$ cat src/rtl/wts_sram_scheduler.sv
// Time-slot sequencer sharing the wave-table SRAM between NUM_CH channel parts and the CPU.
// Each accepted active pulse runs one frame: all channel reads, then at most one CPU access.
module wts_sram_scheduler #(
    parameter int NUM_CH  = 5,
    parameter int CH_BITS = 3,
    parameter int ADDR_W  = CH_BITS + 7
) (
    input  logic                  clk,
    input  logic                  reset,
    input  logic                  active,
    input  logic [NUM_CH*7-1:0]   ch_addr,
    output logic [NUM_CH*8-1:0]   sample,
    output logic                  sample_valid,
    input  logic                  cpu_req,
    input  logic                  cpu_we,
    input  logic [ADDR_W-1:0]     cpu_addr,
    input  logic [7:0]            cpu_wdata,
    output logic                  cpu_ack,
    output logic [7:0]            cpu_rdata,
    output logic [ADDR_W-1:0]     sram_a,
    output logic [7:0]            sram_d,
    output logic                  sram_we,
    input  logic [7:0]            sram_q,
    output logic                  overrun,
    input  logic                  overrun_clear
);

    typedef enum logic [2:0] {
        IDLE,
        CH_ADDR,
        CH_DATA,
        CPU_ADDR,
        CPU_DATA
    } state_t;

    localparam logic [CH_BITS-1:0] LAST_CH = CH_BITS'(NUM_CH - 1);

    state_t             state, state_next;
    logic [CH_BITS-1:0] ch, ch_next, ch_inc;
    logic [6:0]         snap [NUM_CH];
    logic [6:0]         snap_inc;
    logic [ADDR_W-1:0]  a_next;
    logic [7:0]         d_next;
    logic               we_next;
    logic               snap_load;
    logic               capture;
    logic               valid_next;
    logic               ack_next;
    logic               cpu_rd;

    assign ch_inc = ch + CH_BITS'(1);

    always_comb begin
        snap_inc = '0;
        for (int unsigned n = 0; n < NUM_CH; n++) begin
            if (ch_inc == CH_BITS'(n)) snap_inc = snap[n];
        end
    end

    always_ff @(posedge clk or posedge reset) begin
        if (reset) begin
            state <= IDLE;
            ch    <= '0;
        end else begin
            state <= state_next;
            ch    <= ch_next;
        end
    end

    // sram_a/sram_d/sram_we are registered from the next-state decode so the
    // address is on the pins during the ADDR slot and sram_q is ready in the DATA slot.
    always_comb begin
        state_next = state;
        ch_next    = ch;
        a_next     = sram_a;
        d_next     = sram_d;
        we_next    = 1'b0;
        snap_load  = 1'b0;
        capture    = 1'b0;
        valid_next = 1'b0;
        ack_next   = 1'b0;
        case (state)
            IDLE: begin
                if (active) begin
                    snap_load  = 1'b1;
                    ch_next    = '0;
                    a_next     = {CH_BITS'(0), ch_addr[6:0]};
                    state_next = CH_ADDR;
                end
            end
            CH_ADDR: state_next = CH_DATA;
            CH_DATA: begin
                capture = 1'b1;
                if (ch != LAST_CH) begin
                    ch_next    = ch_inc;
                    a_next     = {ch_inc, snap_inc};
                    state_next = CH_ADDR;
                end else begin
                    valid_next = 1'b1;
                    if (cpu_req) begin
                        a_next     = cpu_addr;
                        d_next     = cpu_wdata;
                        we_next    = cpu_we;
                        state_next = CPU_ADDR;
                    end else begin
                        state_next = IDLE;
                    end
                end
            end
            CPU_ADDR: state_next = CPU_DATA;
            CPU_DATA: begin
                ack_next   = 1'b1;
                state_next = IDLE;
            end
            default: state_next = IDLE;
        endcase
    end

    always_ff @(posedge clk or posedge reset) begin
        if (reset) begin
            sram_a       <= '0;
            sram_d       <= '0;
            sram_we      <= 1'b0;
            sample       <= '0;
            sample_valid <= 1'b0;
            cpu_ack      <= 1'b0;
            cpu_rdata    <= '0;
            cpu_rd       <= 1'b0;
            overrun      <= 1'b0;
            for (int unsigned n = 0; n < NUM_CH; n++) snap[n] <= '0;
        end else begin
            sram_a       <= a_next;
            sram_d       <= d_next;
            sram_we      <= we_next;
            sample_valid <= valid_next;
            cpu_ack      <= ack_next;
            if (snap_load) begin
                for (int unsigned n = 0; n < NUM_CH; n++) snap[n] <= ch_addr[7*n +: 7];
            end
            if (capture) begin
                for (int unsigned n = 0; n < NUM_CH; n++) begin
                    if (ch == CH_BITS'(n)) sample[8*n +: 8] <= sram_q;
                end
            end
            if (state_next == CPU_ADDR) cpu_rd <= ~cpu_we;
            if (state == CPU_DATA && cpu_rd) cpu_rdata <= sram_q;
            if (active && state != IDLE) overrun <= 1'b1;
            else if (overrun_clear)      overrun <= 1'b0;
        end
    end

endmodule

$ cat config.mk
export PLATFORM = sky130hd
export DESIGN_NAME = wts_sram_scheduler
export DESIGN_NICKNAME = d
export VERILOG_FILES = /design/src/rtl/wts_sram_scheduler.sv
export SDC_FILE = /design/constraint.sdc
export NUM_CORES = 1
export LEC_CHECK = 0
export CORE_AREA = 5 5 134 136
export DETAILED_ROUTE_END_ITERATION = 7
export DIE_AREA = 0 0 139 141
export PLACE_DENSITY = 0.55
export SYNTH_ARGS = -nofsm -noshare
export SYNTH_HDL_FRONTEND = slang
export SYNTH_SLANG_ARGS = --single-unit
$ cat constraint.sdc
create_clock -name clk -period 4.8 [get_ports clk]
set_input_delay 0.96 -clock clk [delete_from_list [all_inputs] [get_ports clk]]
set_output_delay 0.96 -clock clk [all_outputs]
set_load 0.02 [all_outputs]
---- After elaboration in Yosys (flattened, before gate mapping) ----
Index checks and enable logic that the tools add are counted.
operators by class
  reductions and logical operators ........ 16
  multiply operators ...................... 0
  bitwise operators ....................... 2
  shift operators ......................... 0
  mux-type cells .......................... 27
  divide/modulo/power cells ............... 0
  equality and inequality tests ........... 17
  add/sub/neg operators ................... 1
  magnitude comparators ................... 0
operators by type and width
  cell                                                                    number
  7-bit two-way mux                                                       5
  10-bit two-way mux                                                      3
  3-bit by 2-bit equality test with 1-bit output (second input constant)  7
  10-bit case mux with 2 select lines                                     1
  3-bit case mux with 4 select lines                                      1
  1-bit two-way mux                                                       11
  2-bit AND reduction                                                     5
  3-bit by 1-bit equality test with 1-bit output (second input constant)  3
  3-bit equality test (second input constant)                             3
  3-bit zero test                                                         3
  3-bit two-way mux                                                       3
  3-bit AND reduction                                                     3
  3-bit != test (second input constant)                                   2
  3-bit case mux with 2 select lines                                      1
  2-bit two-way mux                                                       2
  2-bit != test (second input constant)                                   2
  2-bit nonzero test                                                      2
  3-bit by 1-bit adder with 3-bit output (second input constant)          1
  3-bit nonzero test                                                      1
  1-bit logical AND                                                       2
  1-bit inverter                                                          2
word-level totals
  flip-flop bits (word level) ............. 112
  RAM bits ................................ 0
  memories ................................ 0
  word-level logic and storage cells ...... 83
  bits in read-only memories .............. 0
  output and inout bits ................... 70
  bits of input ports ..................... 67
  latch bits .............................. 0

---- Longest topological paths before layout ----
  word-level depth ........................ 9
  depth in mapped cells ................... 7
  gate-level depth less buffers ........... 6

---- Worst setup path after synthesis ----
OpenSTA, ideal clock, no wires.
  path type ............................... input to register
  from .................................... in cpu_req
  to ...................................... reg sram_d[0]
  required time ........................... 4675 ps
  stages on the path ...................... 4
  slack ................................... 2695 ps
  data arrival time ....................... 1980 ps
  buffers on the path ..................... 1
  path through ............................ nor4bb_1 > and2_1 > buf_2 > mux2_2
between the ends
  word-level cells in the longest chain between the ends .. 1
ends and longest elaborated chain
  item                           line  source
  start: declaration             14    input logic cpu_req,
  3-bit AND reduction (no line)  n/a
  end signal: assignment         133   sram_d <= d_next;
  end: declaration               21    output logic [7:0] sram_d,
No other way between the ends.
A chain may end at the register's enable or synchronous reset.

---- Worst setup path in the final report ----
  from .................................... reg ch[0]
  to ...................................... reg sram_a[1]
between the ends
  word-level cells in the longest chain between the ends .. 9
ends and longest elaborated chain
  item                                    line  source
  start: declaration                      39    logic [CH_BITS-1:0] ch, ch_next, ch_inc;
  start signal: assignment                66    ch <= ch_next;
  3-bit by 1-bit adder with 3-bit output  51    assign ch_inc = ch + CH_BITS'(1);
  3-bit zero test                         56    if (ch_inc == CH_BITS'(n)) snap_inc = snap[n];
  7-bit two-way mux (5 in series)         56
  10-bit two-way mux                      94    if (ch != LAST_CH) begin
  10-bit case mux with 2 select lines     82    case (state)
  end signal: assignment                  132   sram_a <= a_next;
  end: declaration                        20    output logic [ADDR_W-1:0] sram_a,
Several ways; a longest one is shown, not always the timed one.

==> flow_metrics.env <==
export IMPL_relSlewSlack_pct=41.5
export IMPL_cts_tree="done"
export IMPL_ios=137
export IMPL_cp_start_kind="register"
export IMPL_num_rows=48
export IMPL_antenna_left=0
export IMPL_postCtsHoldBufs=0
export IMPL_synth_adder_area_share_pct=1.55
export IMPL_start_util_pct=28.9
export IMPL_hp_class="register to register"
export IMPL_dr_pass1_iters=4
export IMPL_cts_setup_buffers=0
export IMPL_synth_net_count=450
export IMPL_gp_congestion=0.787
export IMPL_max_cap_violations=0
export IMPL_finalMaxSlewViolations=0
export IMPL_clk_pin_slew_ns=0.08
export IMPL_h_tree_depth=3
export IMPL_tightest_slew_ns=0.874
export IMPL_die_x_um=139
export IMPL_power_density_nw_per_um2=622
export IMPL_grt_overflow_total=0
export IMPL_vias=3356
export IMPL_ys_flop_type="dfrtp_1"
export IMPL_numCtsBuffers=9
export IMPL_layout_drive_gt1_share_pct=21.8
export IMPL_fin_util_pct=39.9
export IMPL_avgViaCountPerCell=4.57
export IMPL_port_buffers=136
export IMPL_clockBufferDepth=2
export IMPL_syn_area_per_cell_um2=12.9
export IMPL_fmax_ghz=0.361
export IMPL_grt_start_max_net_pins=68
export IMPL_dpl_cell_area_um2=6420
export IMPL_async_flop_share_pct=100
export IMPL_min_from="sram_a[8]"
export IMPL_track_usage_pct=13.8
export IMPL_ys_top_cells_by_count="dfrtp_1, mux2_2, o21ai_0"
export IMPL_synth_edf_count=0
export IMPL_yosys_area_share_simple_pct=7.88
export IMPL_routed_wirelength_um=13300
export IMPL_leakagePower_uw=0.00294
export IMPL_synthTopCellsByArea="dfrtp_1, mux2_2, o21ai_0"
export IMPL_yosysSeqAreaShare_pct=57.7
export IMPL_die_y_um=141
export IMPL_route_detailed_drc=0
export IMPL_yosys_warnings=0
export IMPL_min_period_ns=2.77
export IMPL_final_nets=579
export IMPL_syn_inst=377
export IMPL_wl_per_cell_um=18.1
export IMPL_yosys_area_top_type_share_pct=57.7
export IMPL_power_uw=4170
export IMPL_crit_type="register to register"
export IMPL_outcome="complete, no violations"
export IMPL_yosys_cell_count_top_type="dfrtp_1"
export IMPL_drt_iter0_drc=185
export IMPL_clock_latency_ns=0.36
export IMPL_cts_resized=0
export IMPL_synth_xor_area_share_pct=0
export IMPL_numClockSinks=112
export IMPL_finalSetupTns_ns=0
export IMPL_root_buffer="clkbuf_16"
export IMPL_path_max_fanout=17
export IMPL_fin_area_um2=6700
export IMPL_yosysTopAreaCell="dfrtp_1"
export IMPL_synth_top_family_by_area="multiplexers"
export IMPL_antenna_found_initial=0
export IMPL_vdd_ir_drop_max_uv=274
export IMPL_clock_skew_ns=0.0132
export IMPL_insertedDiodeCount=0
export IMPL_ys_types=32
export IMPL_setup_viol=0
export IMPL_die_area_um2=19600
export IMPL_cp_data_required_time_ns=5.06
export IMPL_worstReg2RegStart="ch[0]"
export IMPL_first_global_vias=3575
export IMPL_synth_seq_cells=112
export IMPL_synth_compound_area_share_pct=9.33
export IMPL_synth_area_um2=4860
export IMPL_grt_pass1_wl_um=20900
export IMPL_core_region_area_um2=16800
export IMPL_rsz0062_at_grt="no"
export IMPL_arrival_ns=3.04
export IMPL_critPathCaptureType="register"
export IMPL_synthMuxAreaShare_pct=19.7
export IMPL_areaGrowthSynthToFinish_pct=38.0
export IMPL_dp_hpwl_um=10100
export IMPL_fin_crit_sh_pct=57.8
export IMPL_hold_viol_final=0
export IMPL_crit_start="ch[0]"
## registers in the layout (all words and copies together), names as in the netlist, 3 cells and up
register / flops
sample: 40
sram_d: 8
state: 3
sram_a: 10
snap: 35
ch: 3
cpu_rdata: 8
## worst paths after layout
path                            slack, ns          to  depth (start not counted)
worst max-delay path                 2.03   sram_a[1]                          6
worst min-delay path                 0.49   sram_a[8]                          2
worst max register to register       2.03   sram_a[1]                          6
worst min register to register       0.49   sram_a[8]                          2
max in group asynchronous            2.80  sample[31]                          3
min in group asynchronous            1.12   sram_d[6]                          2
## final cells by class
class	count	area, um^2
Clock buffer	10	239
Clock inverter	5	38.8
Fill cell	1636	10100
Inverter	21	81.3
Multi-Input combinational cell	222	1870
Sequential cell	112	2800
Tap cell	225	282
Timing Repair Buffer	140	1390
## cell families (layout without fill, tap and decap cells)
| group | Yosys count | count (layout) |
|---|---|---|
| adders and majority gates | 6 | 6 |
| muxes | 85 | 85 |
| AOI/OAI and AO/OA | 70 | 70 |
| buffers and inverters | 43 | 176 |
| and+or+nand+nor | 61 | 61 |
| DFF | 112 | 112 |
## worst max-delay path, stage by stage (launching register included)
cell and delay, ns:
dfrtp_1 0.46, inv_1 0.11, ha_1 0.58, nand2_2 0.39
a21oi_1 0.70, o21ai_0 0.19, a32oi_1 0.25
## metrics by stage
step           setup slack (ns)  hold WS, ns  cells
5_1_grt                    1.74        0.520    735
3_3_place_gp               1.88        0.477    720
3_5_place_dp               1.78        0.477    720
2_1_floorplan             0.881        0.458    377
6_report                   2.03        0.488    735
4_1_cts                    2.05        0.493    735
## per-layer routing
| metal | global-route usage [%] | routed length, um |
|---|---|---|
| met5 | 0 | 0 |
| met4 | 5.56 | 233 |
| met3 | 3.26 | 592 |
| met2 | 22.4 | 6390 |
| met1 | 17.9 | 6060 |
## cell usage in the layout, fill, tap and decap left out
master / count
dfrtp_1: 112
mux2i_1: 1
o211ai_1: 2
a21oi_1: 16
nand2b_1: 2
clkbuf_8: 1
nand3_1: 7
o21ai_0: 27
inv_6: 3
buf_4: 4
a32oi_1: 7
nand3b_1: 7
ha_1: 6
inv_1: 20
or3b_1: 1
clkbuf_16: 9
clkinv_2: 1
a221oi_1: 7
clkinvlp_4: 1
clkdlybuf4s50_1: 136
nand2_2: 1
nor4bb_1: 1
nor3b_2: 1
o211a_1: 7
mux2_2: 83
a211oi_1: 2
nand2_4: 3
and3_1: 1
nor2_8: 2
nor2_1: 4
o31ai_1: 2
nor4b_4: 1
and2_1: 4
nor3b_1: 1
mux2_1: 1
nand2_1: 25
inv_4: 1
## power breakdown
part | switching (uW) | internal, uW
Clock | 346 | 369
Sequential | 249 | 1350
Combinational | 927 | 931
(Power assumes the default switching activity.)
